$ cat src/rtl/rr_grant_ctrl.sv
// rr_grant_ctrl: round-robin arbiter for 8 requesters sharing one resource.
// A grant is held until the holder releases it, drops its request, the
// arbiter is disabled, or the grant reaches HOLD_MAX cycles. Every grant is
// followed by one idle cycle. Arbitration then resumes from the requester
// after the last holder.
//
// Ports:
//   clk       : system clock, rising edge
//   rst       : asynchronous active-high reset
//   en        : arbiter enable; low forces idle and no grant
//   req       : level-sensitive requests, bit i = requester i
//   release_i : current holder gives up the grant ("release" is a reserved word)
//   gnt       : registered one-hot grant, zero when idle
//   gnt_idx   : registered index of the granted requester, 0 when idle
//   gnt_valid : registered, high iff gnt != 0
//   timeout   : registered one-cycle pulse when the hold limit revokes a grant
//   seg       : active-low 7-segment {a,b,c,d,e,f,g} showing gnt_idx, blank when idle
module rr_grant_ctrl #(
  parameter int unsigned HOLD_MAX = 16,
  parameter int unsigned CNT_W    = 8
) (
  input  logic       clk,
  input  logic       rst,
  input  logic       en,
  input  logic [7:0] req,
  input  logic       release_i,
  output logic [7:0] gnt,
  output logic [2:0] gnt_idx,
  output logic       gnt_valid,
  output logic       timeout,
  output logic [6:0] seg
);

  typedef enum logic {IDLE, GRANT} state_t;

  state_t           state_q,    state_d;
  logic [2:0]       ptr_q,      ptr_d;
  logic [CNT_W-1:0] hold_cnt_q, hold_cnt_d;
  logic [7:0]       gnt_q,      gnt_d;
  logic [2:0]       gnt_idx_q,  gnt_idx_d;
  logic             gnt_valid_q, gnt_valid_d;
  logic             timeout_q,  timeout_d;

  logic       sel_found;
  logic [2:0] sel_idx;
  logic [2:0] cand;
  logic       end_by_user;
  logic       end_by_hold;

  // Rotating scan starting at ptr_q; the 3-bit add wraps 7 -> 0.
  always_comb begin
    sel_found = 1'b0;
    sel_idx   = '0;
    cand      = '0;
    for (int unsigned i = 0; i < 8; i++) begin
      cand = ptr_q + 3'(i);
      if (!sel_found && req[cand]) begin
        sel_found = 1'b1;
        sel_idx   = cand;
      end
    end
  end

  // User-driven terminations take precedence, so timeout only fires when
  // the hold limit is the sole reason the grant ends.
  always_comb begin
    end_by_user = !en || release_i || !req[gnt_idx_q];
    end_by_hold = (hold_cnt_q == CNT_W'(HOLD_MAX - 1));
  end

  always_comb begin
    state_d     = state_q;
    ptr_d       = ptr_q;
    hold_cnt_d  = hold_cnt_q;
    gnt_d       = gnt_q;
    gnt_idx_d   = gnt_idx_q;
    gnt_valid_d = gnt_valid_q;
    timeout_d   = 1'b0;

    unique case (state_q)
      IDLE: begin
        if (en && sel_found) begin
          state_d     = GRANT;
          gnt_d       = 8'b1 << sel_idx;
          gnt_idx_d   = sel_idx;
          gnt_valid_d = 1'b1;
          hold_cnt_d  = '0;
        end else begin
          gnt_d       = '0;
          gnt_idx_d   = '0;
          gnt_valid_d = 1'b0;
        end
      end
      GRANT: begin
        if (end_by_user || end_by_hold) begin
          state_d     = IDLE;
          gnt_d       = '0;
          gnt_idx_d   = '0;
          gnt_valid_d = 1'b0;
          ptr_d       = gnt_idx_q + 3'd1;
          timeout_d   = !end_by_user;
        end else begin
          hold_cnt_d  = hold_cnt_q + CNT_W'(1);
        end
      end
      default: state_d = IDLE;
    endcase
  end

  always_ff @(posedge clk or posedge rst) begin
    if (rst) begin
      state_q     <= IDLE;
      ptr_q       <= '0;
      hold_cnt_q  <= '0;
      gnt_q       <= '0;
      gnt_idx_q   <= '0;
      gnt_valid_q <= 1'b0;
      timeout_q   <= 1'b0;
    end else begin
      state_q     <= state_d;
      ptr_q       <= ptr_d;
      hold_cnt_q  <= hold_cnt_d;
      gnt_q       <= gnt_d;
      gnt_idx_q   <= gnt_idx_d;
      gnt_valid_q <= gnt_valid_d;
      timeout_q   <= timeout_d;
    end
  end

  always_comb begin
    seg = 7'b1111111;
    if (gnt_valid_q) begin
      unique case (gnt_idx_q)
        3'd0: seg = 7'b0000001;
        3'd1: seg = 7'b1001111;
        3'd2: seg = 7'b0010010;
        3'd3: seg = 7'b0000110;
        3'd4: seg = 7'b1001100;
        3'd5: seg = 7'b0100100;
        3'd6: seg = 7'b0100000;
        3'd7: seg = 7'b0001111;
        default: seg = 7'b1111111;
      endcase
    end
  end

  assign gnt       = gnt_q;
  assign gnt_idx   = gnt_idx_q;
  assign gnt_valid = gnt_valid_q;
  assign timeout   = timeout_q;

endmodule

$ cat config.mk
export PLATFORM = sky130hd
export DESIGN_NAME = rr_grant_ctrl
export DESIGN_NICKNAME = d
export VERILOG_FILES = /design/src/rtl/rr_grant_ctrl.sv
export SDC_FILE = /design/constraint.sdc
export NUM_CORES = 1
export LEC_CHECK = 0
export BUFFER_PORTS_ARGS = -buffer_cell sky130_fd_sc_hd__buf_2
export CELL_PAD_IN_SITES_DETAIL_PLACEMENT = 1
export CELL_PAD_IN_SITES_GLOBAL_PLACEMENT = 1
export CORE_MARGIN = 4
export CORE_UTILIZATION = 49
export DETAILED_ROUTE_END_ITERATION = 7
export PLACE_DENSITY_LB_ADDON = 0.15
export SYNTH_ARGS = -nofsm -noshare
export SYNTH_HDL_FRONTEND = slang
export SYNTH_SLANG_ARGS = --single-unit
export TNS_END_PERCENT = 5
$ cat constraint.sdc
create_clock -name clk -period 4.9 [get_ports clk]
set_input_delay 0.245 -clock clk [delete_from_list [all_inputs] [get_ports clk]]
set_output_delay 0.245 -clock clk [all_outputs]
set_load 0.01 [all_outputs]
==> implementation parameters, run 1 <==
Parameter                              Value

Outcome
  Status    completed

Route
  Detail-routed net length per standard cell    between 15 and 20 um
  Final WL    6573 um
  Post-detailed-route count of antenna-violating nets    0
  1st-iter DRT viols    ~160
  Residual DRC    0
  Drt via density    6.277
  Detailed-router iteration count before antenna repair    4
  Via Count    2109

STA
  Pins Over Slew Limit    0
  RSZ-0062 raised after global routing    no
  Least-Margin Pin Slew    between 0.9 and 1 ns
  Worst hold margin    roughly 0.17 ns
  Worst clock skew    0.005662 ns
  Total negative slack    0 ns
  Final clock period utilization by the worst path    0.7196
  Max-slew headroom    0.3588
  Total count of hold-check failures in the final report    0
  Maximum frequency from static timing analysis    283.6 MHz
  Count of endpoints failing setup in the final report    0
  Clock period minus worst slack    approximately 3.5 ns

Flow run
  Max-cap check violation count    0

Floorplan
  Full die area    6115 um2
  DIE WIDTH    78.20 um
  Site row count    25
  Initial core utilization    0.5079
  I/O Pins    32
  Core area    4755 um2
  Die height    approximately 78 um

Global route
  Leftover overflow at the end of global routing    0
  Initial antenna violation count    0
  Global routing usage on met1    0.3218
  Overall global routing resource usage    0.2322
  Routing layer with the top usage in global route    met2
  Largest net degree at the start of global routing    26
  Wire length of the first global-routing pass    about 11000 um
  Via count of the first global-routing pass    2215
  Met3 GRT Util    0.02408
  Met2 Usage GRT    0.3870

Critical path
  Largest fanout of any net on the critical path    18
  Minimum setup slack among reg-to-reg paths    1.37 ns
  CP Data Required Time    5.05 ns
  Library cell contributing the largest single delay on the critical path    ha_1
  Cells traversed along the worst timing path    inv_2 > ha_1 > mux2_1 > mux4_2 > nor2b_4 > and4bb_1 > nor4_1 > o311ai_1 > o31ai_1
  Max incr delay on CP    0.82 ns
  Crit path to    gnt[1]
  CP Buf/Inv Count    1
  Critical Setup Path Class    register to register
  Kind of end point of the critical path    register
  Timing startpoint of the critical path    ptr_q[0]
  Depth of the most critical reg-to-reg path    9
  Reg-to-Reg End    gnt[1]
  Worst reg2reg path startpoint    ptr_q[0]
  Largest delay contributor family on the critical path    multiplexers
  Critical Path Source Type    register
  Stages on the worst setup path    9
  CP arrival    3.67 ns

CTS
  Max clock buf depth    2
  Hold_buf cts    0
  Clock latency on the worst-skew pair    0.28 ns
  Clock tree sinks    25
  Library cell used as clock root buffer    clkbuf_8
  Clk pin slew, worst setup/hold paths    0.09 ns
  Number of clock buffers inserted by TritonCTS    3
  Number of H-tree branching levels    1
  Postcts setup bufs    0
  TritonCTS clock tree    yes
  Post-cts gate resize count    0

Synth
  Post-synthesis sequential element count    25
  Cell accounting for the most synthesized area    dfrtp_1
  Synth Cell Area    2415 um2
  Syn Area/Cell    9.816 um2
  Dominant cells by area after synthesis    dfrtp_1 (26%), mux4_2 (15%), mux2i_1 (5.0%)
  Proportion of netlist area held by the largest area contributor    0.2591
  Dominant cell by count in the synthesized netlist    nand2_1
  Synthesized netlist cell count    246
  Flip-flop cell with the highest count after synthesis    dfrtp_1
  EDFF count, synth    0
  Post-synth net total    266
  Asr flop ratio synth    1.000
  Seq/Total Area, Yosys    0.2591
  Most frequent cells after synthesis    nand2_1 (32), dfrtp_1 (25), mux4_2 (16)
  Unique masters post-synth    57
  Total of warnings raised by yosys    0

Cells and area
  Number of diodes added for antenna fixing    0
  Signed area change from the synthesized netlist to the final layout    9.275%
  Post-layout nets    between 200 and 300
  Proportion of layout cells with a drive suffix above 1    0.2751

Pwr
  Max rail drop VDD    around 320 uV
  Total design power    0.002032 W
  Leak    1.119 nW
  Total power divided by cell area    between 700 and 800 nW/um2

Hold path
  Worst min-delay path class    input pin to async pin

Placed design
  Final weighted congestion of routability-driven global placement    0.8489
  Number of port buffers    31
  Detail Placement HPWL    4891 um
## where the power goes
group	leakage, nW	switching, W	internal [W]	total [W]
Sequential	0.337	0.0000761	0.000260	0.000336
Combinational	0.756	0.000907	0.000663	0.00157
Clock	0.0255	0.0000694	0.0000571	0.000126
Total	1.12	0.00105	0.000980	0.00203
## how the worst min path moves through the flow
stage	slack, ns	cells after the start	to
3_3_place_gp	0.46	2	gnt[6]
3_5_place_dp	0.46	2	gnt[7]
4_1_cts	0.19	2	gnt[6]
5_1_grt	0.27	2	gnt[7]
6_report	0.17	2	gnt[7]
2_1_floorplan	0.27	1	gnt[0]
## metrics by stage
step | instances | area, um2 | util | setup slack, ns
floorplan | 246 | 2415 | - | 1.650
global placement | 332 | 2592 | 0.5453 | 1.424
detailed placement | 332 | 2592 | 0.5453 | 1.372
CTS | 336 | 2639 | 0.5550 | 1.354
global route | 336 | 2639 | 0.5550 | 0.8809
finish | 336 | 2639 | 0.5550 | 1.374
## worst register-to-register path, stage by stage (launching register included)
cell      delay (ns)
dfrtp_1         0.37
inv_2           0.09
ha_1            0.82
mux2_1          0.40
mux4_2          0.57
nor2b_4         0.19
and4bb_1        0.20
nor4_1          0.07
o311ai_1        0.53
o31ai_1         0.16
## cells by family (layout without fill, tap and decap cells)
group | after synthesis | in the layout | share of synthesized area
AND/OR/NAND/NOR | 80 | 80 | 0.1694
AO/OA/AOI/OAI | 58 | 58 | 0.1845
multiplexers | 37 | 37 | 0.2451
buffers and inverters | 28 | 51 | 0.05492
flip-flops | 25 | 25 | 0.2591
XOR/XNOR | 10 | 10 | 0.04560
adder cells (fa/ha/maj) | 8 | 8 | 0.04145
## final cells by class
| class | instances | area, um2 |
|---|---|---|
| clock buffers | 3 | 41.29 |
| clock inverters | 1 | 5.005 |
| fillers | 561 | 2116 |
| inverters | 13 | 48.80 |
| multi-input cells | 193 | 1657 |
| flip-flops and latches | 25 | 625.6 |
| well taps | 67 | 83.83 |
| repair buffers | 34 | 177.7 |
## metal layers
metal	wire length [um]	up-vias
met4	114	0
met3	374	11
li1	-	979
met1	2886	1050
met2	3198	69
met5	0	-
## flip-flops by register name, summed over array words and instances (netlist names)
register    count
state_q         1
ptr_q           3
gnt_idx         3
hold_cnt_q      8
gnt_valid       1
gnt             8
timeout         1
## placed cells by master (no fill, tap or decap), types with 5 or more instances in the layout
cell type / count
and3_1: 5
nand2_1: 32
mux4_2: 16
nor2_1: 12
nand3_1: 7
o31ai_1: 5
mux2i_1: 12
nand2b_1: 6
o21ai_0: 9
buf_2: 31
ha_1: 8
inv_1: 11
a21oi_1: 8
dfrtp_1: 25
Power figures use the tool's default switching activity.
==> run 2: changes to the inputs <==
--- a/config.mk
+++ b/config.mk
@@ -9,7 +9,7 @@
 export CELL_PAD_IN_SITES_DETAIL_PLACEMENT = 1
 export CELL_PAD_IN_SITES_GLOBAL_PLACEMENT = 1
 export CORE_MARGIN = 4
-export CORE_UTILIZATION = 49
+export CORE_UTILIZATION = 45
 export DETAILED_ROUTE_END_ITERATION = 7
 export PLACE_DENSITY_LB_ADDON = 0.15
 export SYNTH_ARGS = -nofsm -noshare
==> constraint.sdc (replaced) <==
create_clock -name clk -period 3.4 [get_ports clk]
set_input_delay 0.17 -clock clk [delete_from_list [all_inputs] [get_ports clk]]
set_output_delay 0.17 -clock clk [all_outputs]
set_load 0.01 [all_outputs]
==> implementation parameters, run 2 (synthesis results as in run 1) <==
Parameter                              Value

Route
  1st-iter DRT viols    between 70 and 80
  Detailed-router iteration count before antenna repair    4
  Detail-routed net length per standard cell    19.24 um
  Final WL    roughly 6600 um
  Residual DRC    0
  Via Count    2104
  Post-detailed-route count of antenna-violating nets    0
  Drt via density    6.134

STA
  Final clock period utilization by the worst path    0.9375
  Maximum frequency from static timing analysis    between 300 and 400 MHz
  Total count of hold-check failures in the final report    0
  Clock period minus worst slack    about 3.2 ns
  Pins Over Slew Limit    0
  Total negative slack    0 ns
  Count of endpoints failing setup in the final report    0
  Max-slew headroom    0.3667
  RSZ-0062 raised after global routing    no
  Worst clock skew    0.002561 ns
  Least-Margin Pin Slew    0.9489 ns

Cells and area
  Number of diodes added for antenna fixing    0
  Signed area change from the synthesized netlist to the final layout    12.18%
  Post-layout nets    ~290
  Proportion of layout cells with a drive suffix above 1    0.2967
  Commonest cells after routing, fill and taps aside    nand2_1 (32), buf_2 (31), dfrtp_1 (25), mux4_2 (16)
  Most common cell after layout, fill and taps aside    nand2_1
  Fill cells    approximately 630
  Non-filler cells in the finished layout    343

Critical path
  CP Buf/Inv Count    2
  Cells traversed along the worst timing path    inv_2 > ha_1 > buf_6 > mux2_1 > mux4_2 > nor2b_4 > nor3b_2 > nor4_2 > o311a_4 > o41ai_1
  CP arrival    between 3 and 4 ns
  Stages on the worst setup path    10
  Largest fanout of any net on the critical path    18
  CP Data Required Time    3.57 ns
  Library cell contributing the largest single delay on the critical path    mux4_2
  Crit path to    gnt[7]
  Worst reg2reg path startpoint    ptr_q[0]
  Reg-to-Reg End    gnt[7]
  Critical Setup Path Class    register to register
  Critical Path Source Type    register
  Depth of the most critical reg-to-reg path    10
  Largest delay contributor family on the critical path    multiplexers
  Kind of end point of the critical path    register
  Max incr delay on CP    0.56 ns
  Minimum setup slack among reg-to-reg paths    0.21 ns
  Timing startpoint of the critical path    ptr_q[0]

Placed design
  Placed cells    339
  Final weighted congestion of routability-driven global placement    0.8974
  Detail Placement HPWL    4943 um
  Number of port buffers    31

Global route
  Initial antenna violation count    0
  Wire length of the first global-routing pass    11090 um
  Via count of the first global-routing pass    2125
  Overall global routing resource usage    0.2158
  Largest net degree at the start of global routing    26
  Leftover overflow at the end of global routing    0

Floorplan
  I/O Pins    32
  Core area    5140 um2
  Site row count    26
  Full die area    6602 um2
  Initial core utilization    0.4698
  DIE WIDTH    between 80 and 90 um
  Die height    just over 80 um

Pwr
  Total design power    approximately 0.0030 W
  Leak    about 1.1 nW
  Max rail drop VDD    399.8 uV
  Total power divided by cell area    1119 nW/um2

CTS
  Clk pin slew, worst setup/hold paths    around 0.09 ns
  Hold_buf cts    0
  Clock latency on the worst-skew pair    0.27 ns
  Number of H-tree branching levels    1
  Number of clock buffers inserted by TritonCTS    3
  TritonCTS clock tree    yes
  Library cell used as clock root buffer    clkbuf_8
  Clock tree sinks    25
  Max clock buf depth    2

Hold path
  Worst min-delay path class    input pin to async pin

Outcome
  Status    completed

Flow run
  Max-cap check violation count    0
## run 2: per-layer routing
metal | global-route usage | part of all wire | wire length [um]
met1 | 0.2899 | 0.44 | 2909
met2 | 0.3711 | 0.52 | 3432
met3 | 0.02328 | 0.020 | 133
met4 | 0.05405 | 0.018 | 122
met5 | 0 | 0 | 0
## run 2: repair_timing
action / 4_1_cts / 5_1_grt
resized for setup: 0 / 5
buffers inserted: 0 / 0
setup endpoints to repair: 0 / 10
## run 2: worst min path at each step
stage / slack, ns / end / from
4_1_cts: 0.14 / hold_cnt_q[2] / rst
6_report: 0.11 / ptr_q[0] / rst
3_5_place_dp: 0.44 / ptr_q[2] / rst
3_3_place_gp: 0.43 / ptr_q[0] / rst
2_1_floorplan: 0.20 / gnt[0] / rst
5_1_grt: 0.18 / hold_cnt_q[2] / rst
## run 2: final cells by class
type                            instances  area (um2)  share of cell area
Multi-Input combinational cell        193        1689              0.6236
Sequential cell                        25       625.6              0.2309
Timing Repair Buffer                   38       211.5             0.07806
Tap cell                               70       87.58             0.03233
Inverter                               13       48.80             0.01801
Clock buffer                            3       41.29             0.01524
Clock inverter                          1       5.005            0.001848
## run 2: power breakdown
group,total [W],internal (W),switching (W),leakage (nW)
Clock,0.000174,0.0000820,0.0000925,0.0255
Combinational,0.00240,0.00102,0.00137,0.786
Sequential,0.000461,0.000375,0.0000854,0.337
Total,0.00303,0.00148,0.00155,1.15
## run 2: metrics by stage
stage / hold slack (ns) / area [um2] / util / worst slack (ns)
after floorplan: 0.1973 / 2415 / - / 0.1500
after global placement: 0.4302 / 2626 / 0.5110 / 0.2570
after detailed placement: 0.4376 / 2626 / 0.5110 / 0.1720
after CTS: 0.1424 / 2673 / 0.5200 / 0.1474
after global routing: 0.1813 / 2709 / 0.5270 / 0.007808
final: 0.1054 / 2709 / 0.5270 / 0.2126
==> run 3: changes to the inputs <==
--- a/config.mk
+++ b/config.mk
@@ -12,6 +12,7 @@
 export CORE_UTILIZATION = 45
 export DETAILED_ROUTE_END_ITERATION = 7
 export PLACE_DENSITY_LB_ADDON = 0.15
+export SETUP_SLACK_MARGIN = 0.5
 export SYNTH_ARGS = -nofsm -noshare
 export SYNTH_HDL_FRONTEND = slang
 export SYNTH_SLANG_ARGS = --single-unit
==> implementation parameters, run 3 (synthesis results as in run 1) <==
Parameter                              Value

Critical path
  Library cell contributing the largest single delay on the critical path    mux4_2
  CP Data Required Time    3.57 ns
  Critical Setup Path Class    register to register
  Worst reg2reg path startpoint    ptr_q[0]
  Max incr delay on CP    around 0.54 ns
  Kind of end point of the critical path    register
  Depth of the most critical reg-to-reg path    10
  Largest fanout of any net on the critical path    7
  Minimum setup slack among reg-to-reg paths    0.38 ns
  Cells traversed along the worst timing path    inv_4 > ha_4 > buf_6 > mux4_2 > mux2_4 > a21oi_4 > o31ai_4 > and2_1 > o221a_4 > o41ai_4
  Critical Path Source Type    register
  CP arrival    3.19 ns
  Reg-to-Reg End    gnt[6]

Floorplan
  DIE WIDTH    about 81 um
  Full die area    6602 um2
  Site row count    26
  Core area    5140 um2
  I/O Pins    32
  Initial core utilization    0.4698
  Die height    81.26 um

Flow run
  Max-cap check violation count    0

Placed design
  Final weighted congestion of routability-driven global placement    roughly 0.89
  Detail Placement HPWL    roughly 5000 um
  Number of port buffers    31
  Placed cells    340

Cells and area
  Area taken by multi-input logic gates    1858 um2
  Fill cells    611
  Signed area change from the synthesized netlist to the final layout    25.49%
  Post-layout nets    312
  Proportion of layout cells with a drive suffix above 1    0.4021
  Number of diodes added for antenna fixing    0
  Non-filler cells in the finished layout    361
  Commonest cells after routing, fill and taps aside    nand2_1 (31), buf_2 (31), dfrtp_1 (24), buf_4 (22), mux4_2 (16)
  Sequential cell area    626.9 um2

Global route
  Via count of the first global-routing pass    2291
  Leftover overflow at the end of global routing    0
  Wire length of the first global-routing pass    11560 um
  Overall global routing resource usage    0.2289
  Initial antenna violation count    0
  Largest net degree at the start of global routing    26

Route
  1st-iter DRT viols    192
  Residual DRC    0
  Final WL    7344 um
  Detail-routed net length per standard cell    20.34 um
  Detailed-router iteration count before antenna repair    5
  Via Count    2246
  Drt via density    around 6.2
  Post-detailed-route count of antenna-violating nets    0

CTS
  Clk pin slew, worst setup/hold paths    0.09 ns
  Clock latency on the worst-skew pair    0.27 ns
  Number of H-tree branching levels    1
  Number of clock buffers inserted by TritonCTS    3
  Library cell used as clock root buffer    clkbuf_8
  TritonCTS clock tree    yes
  Clock tree sinks    25
  Max clock buf depth    2

STA
  Total count of hold-check failures in the final report    0
  Max-slew headroom    0.3753
  Worst clock skew    0.005980 ns
  Pins Over Slew Limit    0
  Clock period minus worst slack    3.021 ns
  Total negative slack    0 ns
  Least-Margin Pin Slew    0.9361 ns
  Count of endpoints failing setup in the final report    0
  Worst hold margin    0.09273 ns
  Final clock period utilization by the worst path    0.8886
  RSZ-0062 raised after global routing    yes
  Maximum frequency from static timing analysis    331.0 MHz

Hold path
  Worst min-delay path class    input pin to async pin

Outcome
  Status    completed
[run 3: cell count changes in the layout (fill, tap and decap cells not counted), sizes merged]
cell  before  now
buf       38   56
[run 3: metal layers]
metal / global-route usage / part of all wire
met1: 0.3068 / 0.42
met5: 0 / 0
met4: 0.09122 / 0.021
met2: 0.3801 / 0.53
met3: 0.02217 / 0.025
[run 3: cell type report]
class,instances,area share
clock buffers,3,0.01363
inverters,13,0.01775
well taps,70,0.02890
repair buffers,56,0.1181
multi-input cells,193,0.6131
clock inverters,1,0.001652
flip-flops and latches,25,0.2069
[run 3: worst max path at each step]
stage,start,to,slack (ns)
finish,ptr_q[0],gnt[6],0.38
global route,ptr_q[0],gnt[6],0.24
CTS,ptr_q[0],gnt[5],0.46
detailed placement,ptr_q[0],gnt[4],0.29
global placement,ptr_q[0],gnt[6],0.41
floorplan,ptr_q[1],gnt[7],0.38
[run 3: critical path, delay by kind of cell (launching register included)]
family,cells,cell delay [ns]
adder cells (fa/ha/maj),1,0.34
AO/OA/AOI/OAI,4,0.87
AND/OR/NAND/NOR,1,0.19
flip-flops,1,0.41
buffers and inverters,2,0.23
multiplexers,2,0.87
[run 3: timing repair]
item | 4_1_cts | 5_1_grt
hold buffers | 0 | 0
pin swaps | 5 | 4
endpoints found under the setup margin | 12 | 16
buffers inserted | 10 | 7
resized for setup | 15 | 18
[run 3: metrics by stage]
| step | cell area (um2) | worst slack [ns] | util |
|---|---|---|---|
| 5_1_grt | 3030 | 0.2363 | 0.5896 |
| 3_5_place_dp | 2678 | 0.2925 | 0.5209 |
| 3_3_place_gp | 2678 | 0.4142 | 0.5209 |
| 2_1_floorplan | 2472 | 0.3826 | - |
| 4_1_cts | 2868 | 0.4589 | 0.5579 |
| 6_report | 3030 | 0.3786 | 0.5896 |
Power of run 3 is left out: the tool's default activity adds up to more than one toggle a clock period on the data nets, which glitch-free logic cannot reach.
